--- src/rtl/stp_pkg.sv ---
// Shared definitions for the serial-to-parallel frame buffer: FSM encoding,
// default geometry and the count-width helper.
package stp_pkg;

  typedef enum logic {
    ST_COLLECT = 1'b0,
    ST_PENDING = 1'b1
  } stp_state_e;

  localparam int STP_DW_DEF    = 16;
  localparam int STP_DEPTH_DEF = 16;

  // Width needed to hold a count in the range 0..depth inclusive.
  function automatic int clog2p1(input int depth);
    return $clog2(depth + 1);
  endfunction

endpackage

--- src/rtl/stp_collect_bank.sv ---
// DEPTH x DW collect register file with write pointer. It presents the frame in
// progress as a zero-padded flat bus, optionally including the word being written.
module stp_collect_bank
  import stp_pkg::*;
#(
  parameter int DW    = STP_DW_DEF,
  parameter int DEPTH = STP_DEPTH_DEF,
  parameter int CW    = clog2p1(STP_DEPTH_DEF)
) (
  input  logic                clk,
  input  logic                rst,
  input  logic                wr_en,
  input  logic [DW-1:0]       wr_data,
  input  logic                hold,
  input  logic                clr,
  output logic [CW-1:0]       wr_ptr,
  output logic [CW-1:0]       word_cnt,
  output logic [DEPTH*DW-1:0] frame_data
);

  logic [DW-1:0] words_q [DEPTH];
  logic [DW-1:0] words_d [DEPTH];
  logic [CW-1:0] wr_ptr_q, wr_ptr_d;
  logic          full_q, full_d;
  logic          tail_incl;

  // A held frame keeps the pointer on its final slot; full_q marks that slot as occupied.
  always_comb begin
    words_d  = words_q;
    wr_ptr_d = wr_ptr_q;
    full_d   = full_q;
    for (int k = 0; k < DEPTH; k++) begin
      if (wr_en && (wr_ptr_q == CW'(k))) words_d[k] = wr_data;
    end
    if (clr) begin
      wr_ptr_d = '0;
      full_d   = 1'b0;
    end else if (wr_en && hold) begin
      full_d   = 1'b1;
    end else if (wr_en) begin
      wr_ptr_d = wr_ptr_q + CW'(1);
    end
  end

  always_ff @(posedge clk or negedge rst) begin
    if (!rst) begin
      for (int k = 0; k < DEPTH; k++) words_q[k] <= '0;
      wr_ptr_q <= '0;
      full_q   <= 1'b0;
    end else begin
      words_q  <= words_d;
      wr_ptr_q <= wr_ptr_d;
      full_q   <= full_d;
    end
  end

  assign tail_incl = full_q || wr_en;
  assign wr_ptr    = wr_ptr_q;
  assign word_cnt  = wr_ptr_q + CW'(tail_incl);

  // Slots beyond the frame read as zero so stale words never reach the output.
  always_comb begin
    frame_data = '0;
    for (int k = 0; k < DEPTH; k++) begin
      if (CW'(k) < wr_ptr_q) begin
        frame_data[k*DW +: DW] = words_q[k];
      end else if (CW'(k) == wr_ptr_q) begin
        if (full_q)     frame_data[k*DW +: DW] = words_q[k];
        else if (wr_en) frame_data[k*DW +: DW] = wr_data;
      end
    end
  end

endmodule

--- src/rtl/stp_frame_buf.sv ---
// Double-buffered serial-to-parallel frame buffer: collects DW-bit words into frames
// of up to DEPTH words and hands each frame over a valid/ready flat parallel bus.
module stp_frame_buf
  import stp_pkg::*;
#(
  parameter int DW    = STP_DW_DEF,
  parameter int DEPTH = STP_DEPTH_DEF,
  parameter int CW    = clog2p1(DEPTH)
) (
  input  logic                clk,
  input  logic                rst,
  input  logic                in_valid,
  input  logic [DW-1:0]       in_data,
  input  logic                in_last,
  output logic                in_ready,
  input  logic                flush,
  output logic                out_valid,
  input  logic                out_ready,
  output logic [DEPTH*DW-1:0] out_data,
  output logic [CW-1:0]       out_count
);

  stp_state_e          state_q, state_d;
  logic                out_valid_q, out_valid_d;
  logic [DEPTH*DW-1:0] out_data_q, out_data_d;
  logic [CW-1:0]       out_count_q, out_count_d;

  logic                in_ready_c;
  logic                accept;
  logic                last_acc;
  logic                out_free;
  logic                transfer;
  logic                bank_hold;
  logic                bank_clr;
  logic [CW-1:0]       wr_ptr;
  logic [CW-1:0]       word_cnt;
  logic [DEPTH*DW-1:0] frame_data;

  stp_collect_bank #(
    .DW    (DW),
    .DEPTH (DEPTH),
    .CW    (CW)
  ) u_bank (
    .clk        (clk),
    .rst        (rst),
    .wr_en      (accept),
    .wr_data    (in_data),
    .hold       (bank_hold),
    .clr        (bank_clr),
    .wr_ptr     (wr_ptr),
    .word_cnt   (word_cnt),
    .frame_data (frame_data)
  );

  // Flush gates in_ready so a word presented alongside it is never taken.
  always_comb begin
    in_ready_c = (state_q == ST_COLLECT) && !flush;
    accept     = in_valid && in_ready_c;
    last_acc   = accept && (in_last || (wr_ptr == CW'(DEPTH - 1)));
    out_free   = !out_valid_q || out_ready;
    transfer   = 1'b0;
    state_d    = state_q;
    case (state_q)
      ST_COLLECT: begin
        if (last_acc) begin
          if (out_free) transfer = 1'b1;
          else          state_d  = ST_PENDING;
        end
      end
      ST_PENDING: begin
        if (flush) begin
          state_d = ST_COLLECT;
        end else if (out_free) begin
          transfer = 1'b1;
          state_d  = ST_COLLECT;
        end
      end
      default: state_d = ST_COLLECT;
    endcase
    bank_hold = last_acc && !out_free;
    bank_clr  = transfer || flush;
  end

  // A transfer on the same edge as a consumer take keeps out_valid high with new data.
  always_comb begin
    out_valid_d = out_valid_q;
    out_data_d  = out_data_q;
    out_count_d = out_count_q;
    if (transfer) begin
      out_valid_d = 1'b1;
      out_data_d  = frame_data;
      out_count_d = word_cnt;
    end else if (out_ready) begin
      out_valid_d = 1'b0;
    end
  end

  always_ff @(posedge clk or negedge rst) begin
    if (!rst) begin
      state_q     <= ST_COLLECT;
      out_valid_q <= 1'b0;
      out_data_q  <= '0;
      out_count_q <= '0;
    end else begin
      state_q     <= state_d;
      out_valid_q <= out_valid_d;
      out_data_q  <= out_data_d;
      out_count_q <= out_count_d;
    end
  end

  assign in_ready  = in_ready_c;
  assign out_valid = out_valid_q;
  assign out_data  = out_data_q;
  assign out_count = out_count_q;

endmodule

--- config.mk ---
export PLATFORM = sky130hd
export DESIGN_NAME = stp_frame_buf
export DESIGN_NICKNAME = d
export VERILOG_FILES = /design/src/rtl/stp_pkg.sv /design/src/rtl/stp_collect_bank.sv /design/src/rtl/stp_frame_buf.sv
export SDC_FILE = /design/constraint.sdc
export NUM_CORES = 1
export LEC_CHECK = 0
export BUFFER_PORTS_ARGS = -buffer_cell sky130_fd_sc_hd__buf_2
export CAP_MARGIN = 10
export CORE_ASPECT_RATIO = 1.4
export CORE_MARGIN = 2
export CORE_UTILIZATION = 55
export DETAILED_ROUTE_END_ITERATION = 12
export PLACE_DENSITY_LB_ADDON = 0.1
export SLEW_MARGIN = 0
export SYNTH_ARGS = -nofsm -noshare
export SYNTH_HDL_FRONTEND = slang
export SYNTH_SLANG_ARGS = --single-unit
--- constraint.sdc ---
create_clock -name clk -period 4.1 [get_ports clk]
set_input_delay 0.82 -clock clk [delete_from_list [all_inputs] [get_ports clk]]
set_output_delay 0.82 -clock clk [all_outputs]
set_load 0.005 [all_outputs]
==> impl_metrics.tcl, run 1 <==
set metrics [dict create \
    async_flop_share_pct 100 \
    dr.pass1.iters 5 \
    cts-root-buf "clkbuf_16" \
    fmax_mhz 305 \
    yosysMostFrequentCell "dfrtp_1" \
    clockBufferDepth 3 \
    hold_viol 0 \
    post-dp-hpwl_um 48800 \
    final_layout_size_suffix_gt1_share_pct 27.6 \
    critPathArrivalTime_ns 3.74 \
    critPathLaunchType "flop" \
    synthCells 2235 \
    worstPathMaxFanout 26 \
    synth_area_leaders "dfrtp_1 (54%), mux2_2 (8.4%), o21ai_0 (7.0%), o31ai_1 (4.9%), o2bb2ai_1 (3.1%)" \
    period_needed_ns 3.28 \
    fp.dieH_um 252 \
    grt_use_total_pct 34.6 \
    h-tree-depth 2 \
    fillers 3585 \
    core_region_area_um2 43800 \
    ys_seq_area_share_pct 54.2 \
    die_x_um 181 \
    powerDensity_nw_per_um2 405 \
    grt_max_degree 175 \
    synth_top_area_share_pct 54.2 \
    critPathKind "reg -> reg" \
    antenna_found_initial 4 \
    synth_cell_types 70 \
    synth_common_cells "dfrtp_1 (525), o21ai_0 (338), mux2_2 (181), clkbuf_1 (172), o31ai_1 (157)" \
    initial_utilization_pct 55.3 \
    grt_pass1_wl_um 120000 \
    cts_buffers 50 \
    min_period_over_period_pct 79.9 \
    grt-ovfl-total 0 \
    synth_ff_type "dfrtp_1" \
    status "completed" \
    final-max-slew-violation-count 0 \
    die_area_um2 45800 \
    fin_nets 2408 \
    max_stage_delay_ns 1.01 \
    hold_buffers 0 \
    worstSetupEndpointType "flop" \
    areaGrowthSynthToFinish_pct 13.7 \
    gp_congestion 0.881 \
    ir_drop_v 0.000364 \
    path_cells "inv_1 > ha_1 > nor4bb_2 > a211oi_2 > o32ai_1 > mux2_2" \
    tns_ns 0 \
    ys_ff_latch 525 \
    cp_slowest_cell "dfrtp_1" \
    clock_skew_ns 0.0216 \
    p_leak_nw 13.7 \
    tightest_slew_ns 1.12 \
    ios 285 \
    rows 91 \
    drc 0 \
    clk_pin_slew_ns 0.07 \
    vias_per_cell 6.61 \
    max_slew_margin_pct 25.5 \
    io_buffers 284 \
    grt_pass1_vias 19134 \
    yosys.area.top_type "dfrtp_1" \
    final_util_pct 62.9 \
    syn_avg_cell_area_um2 10.8 \
    hold_path.class "in -> async" \
    ys_warn_count 0 \
    clock-sinks 525 \
    setup_viol 0 \
    post-cts-setup-buffers 0 \
    clk_latency_ns 0.59 \
    cts_tree "yes" \
    netlist_area_um2 24200 \
    cap_violations 0 \
    syn-num-nets 2262 \
    drt_iter0_drc 1874 \
    cp.required_ns 4.57 \
    vias 19665 \
    cts_resized 0 \
    rsz0062_at_grt "false" \
    wl_um 80000 \
    synth_edf_count 0 \
    wl_per_cell_um 26.9 \
    ant_nets 0 \
]
## critical path, delay by kind of cell, from the launching register on
family                   cells  cell delay (ns)
AO/OA/AOI/OAI                2             1.18
flip-flops                   1             1.01
adder cells (fa/ha/maj)      1             0.31
multiplexers                 1             0.31
AND/OR/NAND/NOR              1             0.22
buffers and inverters        1             0.11
## cell type report
| cell class | count | area (um^2) | share of cell area (%) |
|---|---|---|---|
| Sequential cell | 525 | 13100 | 47.7 |
| Timing Repair Buffer | 350 | 2030 | 7.35 |
| Inverter | 7 | 26.3 | 0.0953 |
| Multi-Input combinational cell | 1447 | 10000 | 36.3 |
| Clock inverter | 8 | 93.8 | 0.340 |
| Tap cell | 558 | 698 | 2.53 |
| Antenna cell | 1 | 2.50 | 0.00908 |
| Clock buffer | 81 | 1570 | 5.70 |
## report_power, final
group	switching (mW)	total [mW]	internal [mW]
Combinational	0.619	0.894	0.275
Sequential	0.134	5.52	5.38
Clock	2.02	4.75	2.73
Total	2.77	11.2	8.39
## cell usage in the layout, fill, tap and decap left out, drive strengths merged, types with 20 or more instances in the layout
cell,n
dfrtp,525
o21ai,384
buf,350
mux2,220
o31ai,157
nor2,114
nand2,107
a21oi,89
o2bb2ai,85
clkbuf,81
nand3,50
mux2i,45
a31oi,32
or2,20
## path summary, 6_finish.rpt
path	start	cells after the start	end	slack, ns
setup / recovery	u_bank.wr_ptr[1]	6	out_data[78]	0.82
hold / removal	rst	1	out_data[69]	0.32
setup reg to reg	u_bank.wr_ptr[1]	6	out_data[78]	0.82
hold reg to reg	u_bank.words_q[114]	2	u_bank.words_q[114]	0.48
max in group asynchronous	rst	2	out_data[33]	2.77
min in group clk	u_bank.words_q[114]	2	u_bank.words_q[114]	0.48
## flip-flops by register name, indices dropped and copies added (netlist names)
register / flops
out_count: 5
out_data: 256
out_valid: 1
state_q: 1
u_bank.full_q: 1
u_bank.words_q: 256
u_bank.wr_ptr: 5
## kinds of logic after synthesis
family	share of synthesized area (%)
XOR/XNOR	0.145
AO/OA/AOI/OAI	21.1
adder cells (fa/ha/maj)	0.258
buffers and inverters	4.89
AND/OR/NAND/NOR	7.36
flip-flops	54.2
multiplexers	12.1
## metal layers
metal  track usage (%)  vias up  routed length [um]
li1                  -     8455                   -
met1              47.3     9991               31800
met2              52.9      997               36800
met3              6.34      222                6540
met4              18.4        0                4800
met5                 0        -                   0
## metrics by stage
stage               area, um^2  instances  total power, mW  hold WS, ns  worst slack, ns
floorplan                24200       2235             6.02        0.448             1.52
global placement         25900       2887             6.45        0.459            0.972
detailed placement       25900       2887             6.49        0.466            0.955
CTS                      27600       2976             11.2        0.375            0.922
global route             27600       2976             11.5        0.406            0.737
finish                   27600       2977             11.2        0.325            0.824
Note: power is estimated with default switching activity, not from simulation.
==> inputs of run 2 (changes only) <==
CORE_UTILIZATION = 53   (was 55)
clock period = 3 ns   (was 4.1 ns; I/O delays follow)
==> impl_metrics.tcl, run 2 (synthesis results as in run 1) <==
set metrics [dict create \
    period_needed_ns 2.67 \
    crit_top_cell "buf_4" \
    cts_resized 0 \
    post-cts-setup-buffers 0 \
    hold_buffers 0 \
    final_util_pct 62.6 \
    tightest_slew_ns 0.990 \
    critPathKind "reg -> reg" \
    path_cells "buf_4 > a311oi_4 > buf_4 > o21ai_0 > o31ai_1" \
    ios 285 \
    ant_nets 0 \
    tns_ns 0 \
    grt-ovfl-total 0 \
    clock_power_share_pct 44.1 \
    crit_buf_inv 2 \
    rsz0062_at_grt "false" \
    power_switching_share_pct 24.6 \
    clk_pin_slew_ns 0.07 \
    pwr-share-seq_pct 47.8 \
    hold_viol 0 \
    placed_area_um2 26500 \
    met2_length_um 37700 \
    worstPathMaxFanout 91 \
    post-dp-hpwl_um 51000 \
    clk_latency_ns 0.59 \
    critPathLaunchType "flop" \
    wl_met3_um 7080 \
    fp.dieH_um 257 \
    grt_max_degree 166 \
    drt_iter0_drc 1832 \
    cap_violations 0 \
    cp_slowest_cell "buf_4" \
    core_region_area_um2 45100 \
    p_switching_mw 3.89 \
    fillers 3729 \
    setup_viol 0 \
    cts-root-buf "clkbuf_16" \
    clock-sinks 525 \
    holdWs_ns 0.0152 \
    power.total_mw 15.8 \
    hold_path.class "in -> async" \
    dr.pass1.iters 5 \
    status "completed" \
    grt_use_total_pct 34.4 \
    final_common_cell "dfrtp_1" \
    gp_congestion 0.875 \
    areaGrowthSynthToFinish_pct 16.6 \
    wl_um 81800 \
    final-max-slew-violation-count 0 \
    top_layer_used "met5" \
    grt_pass1_vias 19356 \
    stdcell_area_um2 28300 \
    die_area_um2 47500 \
    initial_utilization_pct 53.7 \
    io_buffers 284 \
    wl_per_cell_um 26.5 \
    ir_drop_v 0.000405 \
    h-tree-depth 2 \
    vias 19885 \
    min_period_over_period_pct 89.0 \
    power_frac_comb_pct 8.1 \
    cp_top_family "buffers and inverters" \
    max_slew_margin_pct 34.0 \
    critPathArrivalTime_ns 3.14 \
    met1_length_um 32400 \
    final_cell_mix "dfrtp_1 (524), o21ai_0 (338), buf_2 (283)" \
    powerDensity_nw_per_um2 558 \
    fin_nets 2463 \
    die_x_um 185 \
    max_stage_delay_ns 0.75 \
    clock_skew_ns 0.0209 \
    final_layout_size_suffix_gt1_share_pct 29.5 \
    vias_per_cell 6.44 \
    grt_pass1_wl_um 123000 \
    rows 92 \
    worstSetupEndpointType "flop" \
    drc 0 \
    cts_buffers 51 \
    cp.required_ns 3.47 \
    antenna_found_initial 2 \
    p_leak_nw 14.0 \
    cts_tree "yes" \
    fmax_mhz 375 \
    power.internal_mw 11.9 \
    clockBufferDepth 3 \
]
[run 2: layout make-up]
type	count	area, um^2	area share [%]
tap	611	764	2.70
inverter	7	26.3	0.0930
clock inverter	20	285	1.01
antenna	2	5.00	0.0177
clock buffer	73	1520	5.38
sequential	525	13100	46.5
timing repair buffer	404	2510	8.87
multi-input combinational	1447	10000	35.4
[run 2: power by group through the flow]
stage / combinational (mW) / clock, mW / sequential, mW
6_report: 1.28 / 6.96 / 7.54
3_3_place_gp: 1.22 / 0 / 7.65
4_1_cts: 1.26 / 6.99 / 7.53
3_5_place_dp: 1.25 / 0 / 7.66
5_1_grt: 1.36 / 7.29 / 7.56
2_1_floorplan: 0.614 / 0 / 7.62
[run 2: final timing paths]
| kind | depth (start not counted) | start | slack, ns | endpoint |
|---|---|---|---|---|
| max reg2reg | 5 | u_bank.wr_ptr[2] | 0.33 | out_data[53] |
| min in group clk | 3 | out_ready | 0.33 | state_q |
| max in group asynchronous | 2 | rst | 1.99 | out_data[155] |
| min | 1 | rst | 0.02 | out_data[73] |
| min reg2reg | 2 | u_bank.words_q[113] | 0.48 | u_bank.words_q[113] |
| max | 5 | u_bank.wr_ptr[2] | 0.33 | out_data[53] |
[run 2: metrics by stage]
stage	std cells	worst slack, ns
global placement	2994	0.472
detailed placement	2994	0.422
CTS	3087	0.409
floorplan	2235	0.517
finish	3089	0.330
global route	3087	0.164
[run 2: metal layers]
metal	vias to the layer above	GRT usage (%)
li1	8545	-
met1	10098	46.4
met2	1020	53.1
met3	220	6.50
met4	2	17.5
met5	-	0
